`config.mk`:
```
export PLATFORM = sky130hd
export DESIGN_NAME = nibble_serial_adder
export DESIGN_NICKNAME = d
export VERILOG_FILES = /design/src/rtl/nibble_serial_adder.sv
export SDC_FILE = /design/constraint.sdc
export NUM_CORES = 1
export LEC_CHECK = 0
export CAP_MARGIN = 10
export CORE_ASPECT_RATIO = 1.1
export CORE_MARGIN = 1
export CORE_UTILIZATION = 53
export CTS_BUF_LIST = sky130_fd_sc_hd__clkbuf_8
export DETAILED_ROUTE_END_ITERATION = 8
export PLACE_DENSITY = 0.85
export RECOVER_POWER = 25
export SYNTH_ARGS = -nofsm -noshare
export SYNTH_HDL_FRONTEND = slang
export SYNTH_SLANG_ARGS = --single-unit
```
`constraint.sdc`:
```
create_clock -name clk -period 2.3 [get_ports clk]
set_input_delay 0.23 -clock clk [delete_from_list [all_inputs] [get_ports clk]]
set_output_delay 0.23 -clock clk [all_outputs]
set_load 0.1 [all_outputs]
```
`src/rtl/nibble_serial_adder.sv`:
```
// nibble_serial_adder
//   Multi-cycle WIDTH-bit adder. Operands stream through one 4-bit
//   carry-lookahead slice (lookahead_adder_4bits), one nibble per clock,
//   least-significant nibble first. The result is published on the
//   RUN->DONE transition.
//
// Optional feature: define NSA_OVERFLOW_EN to add the signed-overflow
//   output (ovf) and the operand-MSB capture registers behind it.
//
// Ports
//   clk        rising-edge clock
//   rst        asynchronous active-high reset
//   start      request; a, b, cin sampled with it in IDLE or DONE
//   a, b       WIDTH-bit operands
//   cin        carry-in
//   busy       high while nibbles are being processed (state RUN)
//   done       one-cycle result-valid pulse (state DONE)
//   sum        registered result, held until the next RUN->DONE
//   cout       registered carry-out of the MSB nibble
//   ovf        signed overflow (NSA_OVERFLOW_EN only)
//   dbg_state  current FSM state (0 IDLE, 1 RUN, 2 DONE)
//
// Handshake: start is a request without ready; it is accepted on any
//   rising edge where the FSM is in IDLE or DONE and ignored while busy.
//   done is high for exactly one cycle per accepted request; busy and
//   done are never high together.

module lookahead_adder_4bits (
    input  logic [3:0] a,
    input  logic [3:0] b,
    input  logic       cin,
    output logic [3:0] sum,
    output logic       cout
);
    logic [3:0] g;
    logic [3:0] p;
    logic [4:0] c;

    assign g = a & b;
    assign p = a ^ b;

    // Every carry is a flat two-level function of g, p and cin.
    assign c[0] = cin;
    assign c[1] = g[0] | (p[0] & cin);
    assign c[2] = g[1] | (p[1] & g[0]) | (p[1] & p[0] & cin);
    assign c[3] = g[2] | (p[2] & g[1]) | (p[2] & p[1] & g[0])
                | (p[2] & p[1] & p[0] & cin);
    assign c[4] = g[3] | (p[3] & g[2]) | (p[3] & p[2] & g[1])
                | (p[3] & p[2] & p[1] & g[0])
                | (p[3] & p[2] & p[1] & p[0] & cin);

    assign sum  = p ^ c[3:0];
    assign cout = c[4];
endmodule

module nibble_serial_adder #(
    parameter int WIDTH = 16
) (
    input  logic             clk,
    input  logic             rst,
    input  logic             start,
    input  logic [WIDTH-1:0] a,
    input  logic [WIDTH-1:0] b,
    input  logic             cin,
    output logic             busy,
    output logic             done,
    output logic [WIDTH-1:0] sum,
    output logic             cout,
    output logic [1:0]       dbg_state
`ifdef NSA_OVERFLOW_EN
    ,
    output logic             ovf
`endif
);
    localparam int NIB = WIDTH / 4;
    localparam int CW  = (NIB > 1) ? $clog2(NIB) : 1;
    localparam logic [CW-1:0] LAST = CW'(NIB - 1);

    typedef enum logic [1:0] {
        IDLE = 2'd0,
        RUN  = 2'd1,
        DONE = 2'd2
    } state_t;

    state_t state;
    state_t state_nxt;

    logic [WIDTH-1:0] a_reg;
    logic [WIDTH-1:0] b_reg;
    logic             carry;
    logic [CW-1:0]    cnt;
    logic [WIDTH-1:0] res_sh;

    logic [3:0]       nib_sum;
    logic             nib_cout;
    logic             last;
    logic [WIDTH+3:0] shift_cat;
    logic [WIDTH-1:0] res_next;

`ifdef NSA_OVERFLOW_EN
    logic a_msb;
    logic b_msb;
`endif

    lookahead_adder_4bits u_cla (
        .a    (a_reg[3:0]),
        .b    (b_reg[3:0]),
        .cin  (carry),
        .sum  (nib_sum),
        .cout (nib_cout)
    );

    assign last = (cnt == LAST);

    // New nibble enters at the top; after NIB shifts nibble 0 sits at the
    // bottom. Built through a wider concatenation so WIDTH=4 needs no
    // empty slice.
    assign shift_cat = {nib_sum, res_sh};
    assign res_next  = shift_cat[WIDTH+3:4];

    // State register
    always_ff @(posedge clk or posedge rst) begin
        if (rst) begin
            state <= IDLE;
        end else begin
            state <= state_nxt;
        end
    end

    // Next-state logic
    always_comb begin
        state_nxt = state;
        case (state)
            IDLE:    state_nxt = start ? RUN : IDLE;
            RUN:     state_nxt = last ? DONE : RUN;
            DONE:    state_nxt = start ? RUN : IDLE;
            default: state_nxt = IDLE;
        endcase
    end

    assign busy      = (state == RUN);
    assign done      = (state == DONE);
    assign dbg_state = state;

    // Datapath
    always_ff @(posedge clk or posedge rst) begin
        if (rst) begin
            a_reg  <= '0;
            b_reg  <= '0;
            carry  <= 1'b0;
            cnt    <= '0;
            res_sh <= '0;
            sum    <= '0;
            cout   <= 1'b0;
`ifdef NSA_OVERFLOW_EN
            a_msb  <= 1'b0;
            b_msb  <= 1'b0;
            ovf    <= 1'b0;
`endif
        end else if (state == RUN) begin
            a_reg  <= a_reg >> 4;
            b_reg  <= b_reg >> 4;
            carry  <= nib_cout;
            res_sh <= res_next;
            if (last) begin
                // Final nibble: publish the completed shift value directly.
                sum  <= res_next;
                cout <= nib_cout;
`ifdef NSA_OVERFLOW_EN
                ovf  <= (a_msb ~^ b_msb) & (a_msb ^ res_next[WIDTH-1]);
`endif
            end else begin
                cnt <= cnt + 1'b1;
            end
        end else if (start) begin
            a_reg <= a;
            b_reg <= b;
            carry <= cin;
            cnt   <= '0;
`ifdef NSA_OVERFLOW_EN
            a_msb <= a[WIDTH-1];
            b_msb <= b[WIDTH-1];
`endif
        end
    end
endmodule

```
Word level (Yosys, flattened, before mapping)
Index checks and enable logic that the tools add are counted.
{ "op_classes": {"magnitude_cmp": 0, "n_mul": 0, "add_sub_neg": 1, "n_div": 0, "reduce_logical": 5, "shifts": 0, "bitwise_logic": 29, "eq_ne": 4, "n_mux": 12} }
{ "ops": {"columns": ["cell", "n"], "rows": [
  ["16-bit 2-to-1 mux", 4],
  ["1-bit AND", 16],
  ["1-bit OR", 10],
  ["2-bit 2-to-1 mux", 4],
  ["4-bit XOR", 2],
  ["4-bit AND", 1],
  ["2-bit == test, second input constant", 2],
  ["2-bit case mux with 2 select lines", 1],
  ["2-bit AND reduction", 2],
  ["1-bit 2-to-1 mux", 3],
  ["2-bit by 1-bit adder with 2-bit output, second input constant", 1],
  ["2-bit by 1-bit == test with 1-bit output, second input constant", 1],
  ["2-bit zero test", 1],
  ["2-bit != test, second input constant", 1],
  ["2-bit nonzero test", 1],
  ["2-bit OR reduction", 1]
]} }
{ "totals": {"word_cells": 59, "mem_count": 0, "ramBits": 0, "latch_bits": 0, "output_inout_bits": 21, "rom_bits": 0, "input_bits": 36, "regBits": 70} }

Longest topological paths before layout
{ "logic_depth": {"ltp_word": 7, "mapped_depth": 6, "mapped_depth_nobuf": 4} }

Modules after synthesis
A second synthesis with hierarchy kept.
{ "unflattened": {"hier_cells": 257, "area_unflattened_um2": 2919.0} }
{ "modules_own_cells": {"columns": ["mod", "seq_area_each_um2", "area_each_um2", "cells_each", "n_inst"], "rows": [
  ["nibble_serial_adder", 1651.6, 2771.4, 240, 1],
  ["lookahead_adder_4bits", 0.0, 147.6, 17, 1]
]} }

Least setup slack after synthesis
OpenSTA, ideal clock, no wires.
{ "synth_timing": {"path_kind": "register to output", "startpoint": "register state[1], in the netlist dbg_state[1]", "endpoint": "output port done", "n_path_buf": 0, "t_arrival_ns": 2.365, "t_required_ns": 2.070, "path_slack_ns": -0.295, "path_stages_with_launch": 2, "cell_sequence": "dfrtp_1 -> nor2b_1"} }
{ "synth_via": {"elab_chain_len": 1} }
{ "synth_lines": {"columns": ["element", "line_no", "text"], "rows": [
  ["start: declaration", "85", "state_t state;"],
  ["start signal: assignment", "126", "state <= state_nxt;"],
  ["2-bit == test", "142", "assign done = (state == DONE);"],
  ["end: declaration", "66", "output logic done,"]
]} }
Every way passes these cells.

Worst setup path in the final report
{ "layout_timing": {"startpoint": "register state[1], in the netlist dbg_state[1]", "endpoint": "output port busy"} }
{ "layout_via": {"elab_chain_len": 1} }
{ "layout_lines": {"columns": ["element", "line_no", "text"], "rows": [
  ["2-bit by 1-bit == test with 1-bit output", "141", "assign busy = (state == RUN);"],
  ["end: declaration", "65", "output logic busy,"]
]} }
Every way passes these cells.

==> impl_metrics.yaml <==
status:
  status: "finished, violations left"
  violations: "max-capacitance violations, max-slew violations"
hold_path:
  hold_path_depth: 3
  min_path_type: "in -> reg"
synthesis:
  syn_area_um2: 2910
  synth_top_family_by_area: "multiplexers"
  ys_types: 30
  synth_compound_area_share_pct: 8.03
  ys_ff_latch: 66
  synthTopCellsByArea: "dfrtp_1, mux2i_1, nand2_1"
  synthSimpleGateAreaFrac_pct: 10.7
  synth_area_leader_cell: "dfrtp_1"
  synth_mux_area_share_pct: 17.8
  ys_seq_area_share_pct: 56.7
  synth.top_cell.area_share_pct: 56.7
  avgSynthCellArea_um2: 11.1
  synth_nets: 305
  yosys.area_share.xor_xnor_pct: 0.301
  synth_adder_area_share_pct: 2.83
  synth_cells: 263
  ys_warn_count: 0
global_routing:
  grt_pass1_wl_mm: 9.25
  track_usage_pct: 21.3
  antenna_found_initial: 0
  overflow: 0
  grt_pass1_vias: 2094
  grt_max_degree: 67
setup_path:
  worstRegToRegCells: 4
  cp-start-kind: "flop"
  critPathKind: "reg -> out"
  critPathRequiredTime_ns: 2.07
  cp_common_cell: "buf_12"
  arrival_ns: 1.55
  crit_family: "buffers and inverters"
  crit_fanout: 35
  path_cells: "nand2b_1 > inv_2 > buf_12 > buf_12"
  crit_slowest_cell: "dfrtp_1"
  cp_num_buf_inv: 3
  cpPeakStageDelay_ns: 0.40
  end_kind: "output pin"
  cp.depth: 4
clocking:
  cts_buffers: 9
  insertion_delay_ns: 0.33
  clk_pin_slew_ns: 0.06
  cts_sinks: 66
  cts_htree_levels: 3
  cts_tree: "yes"
  cts_resized: 0
  cts_hold_buf: 0
  clockBufferDepth: 2
  postCtsSetupBuffers: 0
  cts-root-buf: "clkbuf_8"
floorplanning:
  die_area_um2: 5800
  num_rows: 27
  core_um2: 5130
  dieHeight_um: 79.8
  ioPinCount: 57
  start_util_pct: 56.7
  die_w_um: 72.7
drt:
  drt_iter0_drc: 128
  remaining_drc_errors: 0
  ant_nets: 0
  vias: 2070
  viasPerCell: 5.20
  wl_mm: 5.24
  dr.pass1.iters: 4
  routedWlPerCell_um: 13.2
timing:
  min_period_ns: 1.78
  post-route-period-util_pct: 77.3
  worst_slew_pin_slew_ns: 1.55
  drv_slew: 67
  max_slew_margin_pct: -3.59
  tns_ns: 0
  setup-violations-final: 0
  hold_violations: 0
  max_freq_mhz: 562
  skew_ns: 0.00657
  rsz0062_at_grt: "no"
place:
  finalWeightedCongestion: 0.763
  dp_hpwl_mm: 3.69
  port_buffers: 56
layout:
  num_antenna_cells: 0
  nets: 364
  drive_gt1_share_pct: 18.1
  area_delta_synth_final_pct: 25.9
  nFillCells: 398
run:
  max_cap_viol_count: 1
[cell usage after synthesis]
library cell  count
a211o_1           1
a211oi_1          1
a21oi_1           1
a22o_1            1
a31oi_1           1
buf_2            10
buf_4             1
buf_6             1
clkbuf_1          3
dfrtp_1          66
fa_1              1
ha_1              5
inv_1             6
inv_2             1
mux2_2           14
mux2i_1          36
nand2_1          55
nand2b_1          1
nand3_1           3
nand3b_1          1
nor2_1           10
nor2b_1           3
o2111ai_1         1
o211ai_1          1
o21ai_0          32
o22ai_1           1
o31ai_1           2
or2_2             1
or4_1             2
xor2_1            1
[path summary, 6_finish.rpt]
check / from / to / slack [ns]
setup / recovery: dbg_state[1] / busy / 0.52
hold / removal: start / dbg_state[0] / 0.31
setup reg to reg: cnt[1] / sum[15] / 0.62
hold reg to reg: res_sh[6] / res_sh[6] / 0.47
max in group asynchronous: rst / res_sh[14] / 0.66
min in group asynchronous: rst / a_reg[5] / 0.73
[logic make-up (layout without fill, tap and decap cells)]
logic type | count (synthesis) | in the layout
xor gates and xnor gates | 1 | 1
muxes | 50 | 50
adders and majority gates | 6 | 6
and+or+nand+nor | 76 | 76
buffers and inverters | 22 | 85
AOI/OAI and AO/OA | 42 | 42
DFF | 66 | 66
[per-layer routing]
metal	track usage [%]	up-vias	share of wire [%]
met4	11.2	0	2.0
met2	35.7	48	49
met3	5.68	11	4.8
met1	24.9	988	44
met5	0	-	0
li1	-	1023	-
[layout by cell type, fill, tap and decap left out]
| master | netlist | final |
|---|---|---|
| dfrtp_1 | 66 | 66 |
| nand2_1 | 55 | 55 |
| mux2i_1 | 36 | 36 |
| clkdlybuf4s50_1 | 0 | 34 |
| o21ai_0 | 32 | 32 |
| buf_4 | 1 | 24 |
| mux2_2 | 14 | 14 |
| nor2_1 | 10 | 10 |
| clkbuf_8 | 0 | 9 |
| inv_1 | 6 | 7 |
| ha_1 | 5 | 5 |
| clkinv_2 | 0 | 4 |
| nand3_1 | 3 | 3 |
| buf_12 | 0 | 3 |
| nor2b_1 | 3 | 2 |
| or4_1 | 2 | 2 |
| o31ai_1 | 2 | 2 |
| nand2b_1 | 1 | 1 |
| inv_2 | 1 | 1 |
| nand3b_1 | 1 | 1 |
| a211oi_1 | 1 | 1 |
| o211ai_1 | 1 | 1 |
| a22o_1 | 1 | 1 |
| a211o_1 | 1 | 1 |
| or2_2 | 1 | 1 |
| a31oi_1 | 1 | 1 |
| xor2_1 | 1 | 1 |
| o22ai_1 | 1 | 1 |
| nor2b_2 | 0 | 1 |
| clkinv_1 | 0 | 1 |
| o2111ai_1 | 1 | 1 |
| a21oi_1 | 1 | 1 |
| fa_1 | 1 | 1 |
| buf_2 | 10 | 1 |
| clkbuf_2 | 0 | 1 |
[final cells by class]
class / count / area [um2] / area share (%)
timing repair buffer: 63 / 591 / 16.1
inverter: 7 / 26.3 / 0.716
clock inverter: 6 / 27.5 / 0.750
clock buffer: 9 / 124 / 3.38
sequential: 66 / 1650 / 45.0
multi-input combinational: 175 / 1160 / 31.6
tap: 72 / 90.1 / 2.46
[metrics by stage]
stage | util (%) | instances | area [um2] | hold WS, ns | setup slack [ns]
3_5_place_dp | 68.8 | 383 | 3530 | 0.459 | 0.627
4_1_cts | 71.7 | 398 | 3680 | 0.280 | 0.502
3_3_place_gp | 68.8 | 383 | 3530 | 0.455 | 0.690
5_1_grt | 71.4 | 398 | 3670 | 0.319 | 0.270
6_report | 71.4 | 398 | 3670 | 0.309 | 0.522
2_1_floorplan | - | 263 | 2920 | 0.386 | 0.173
[worst register-to-register path, stage by stage (launching register included)]
cell	delay, ns
dfrtp_1	0.36
ha_1	0.26
nand3b_1	0.32
or4_1	0.59
nand3_1	0.09
Power is not shown: default switching activity piles up to over one toggle a cycle in this logic, so the estimate is an artifact.
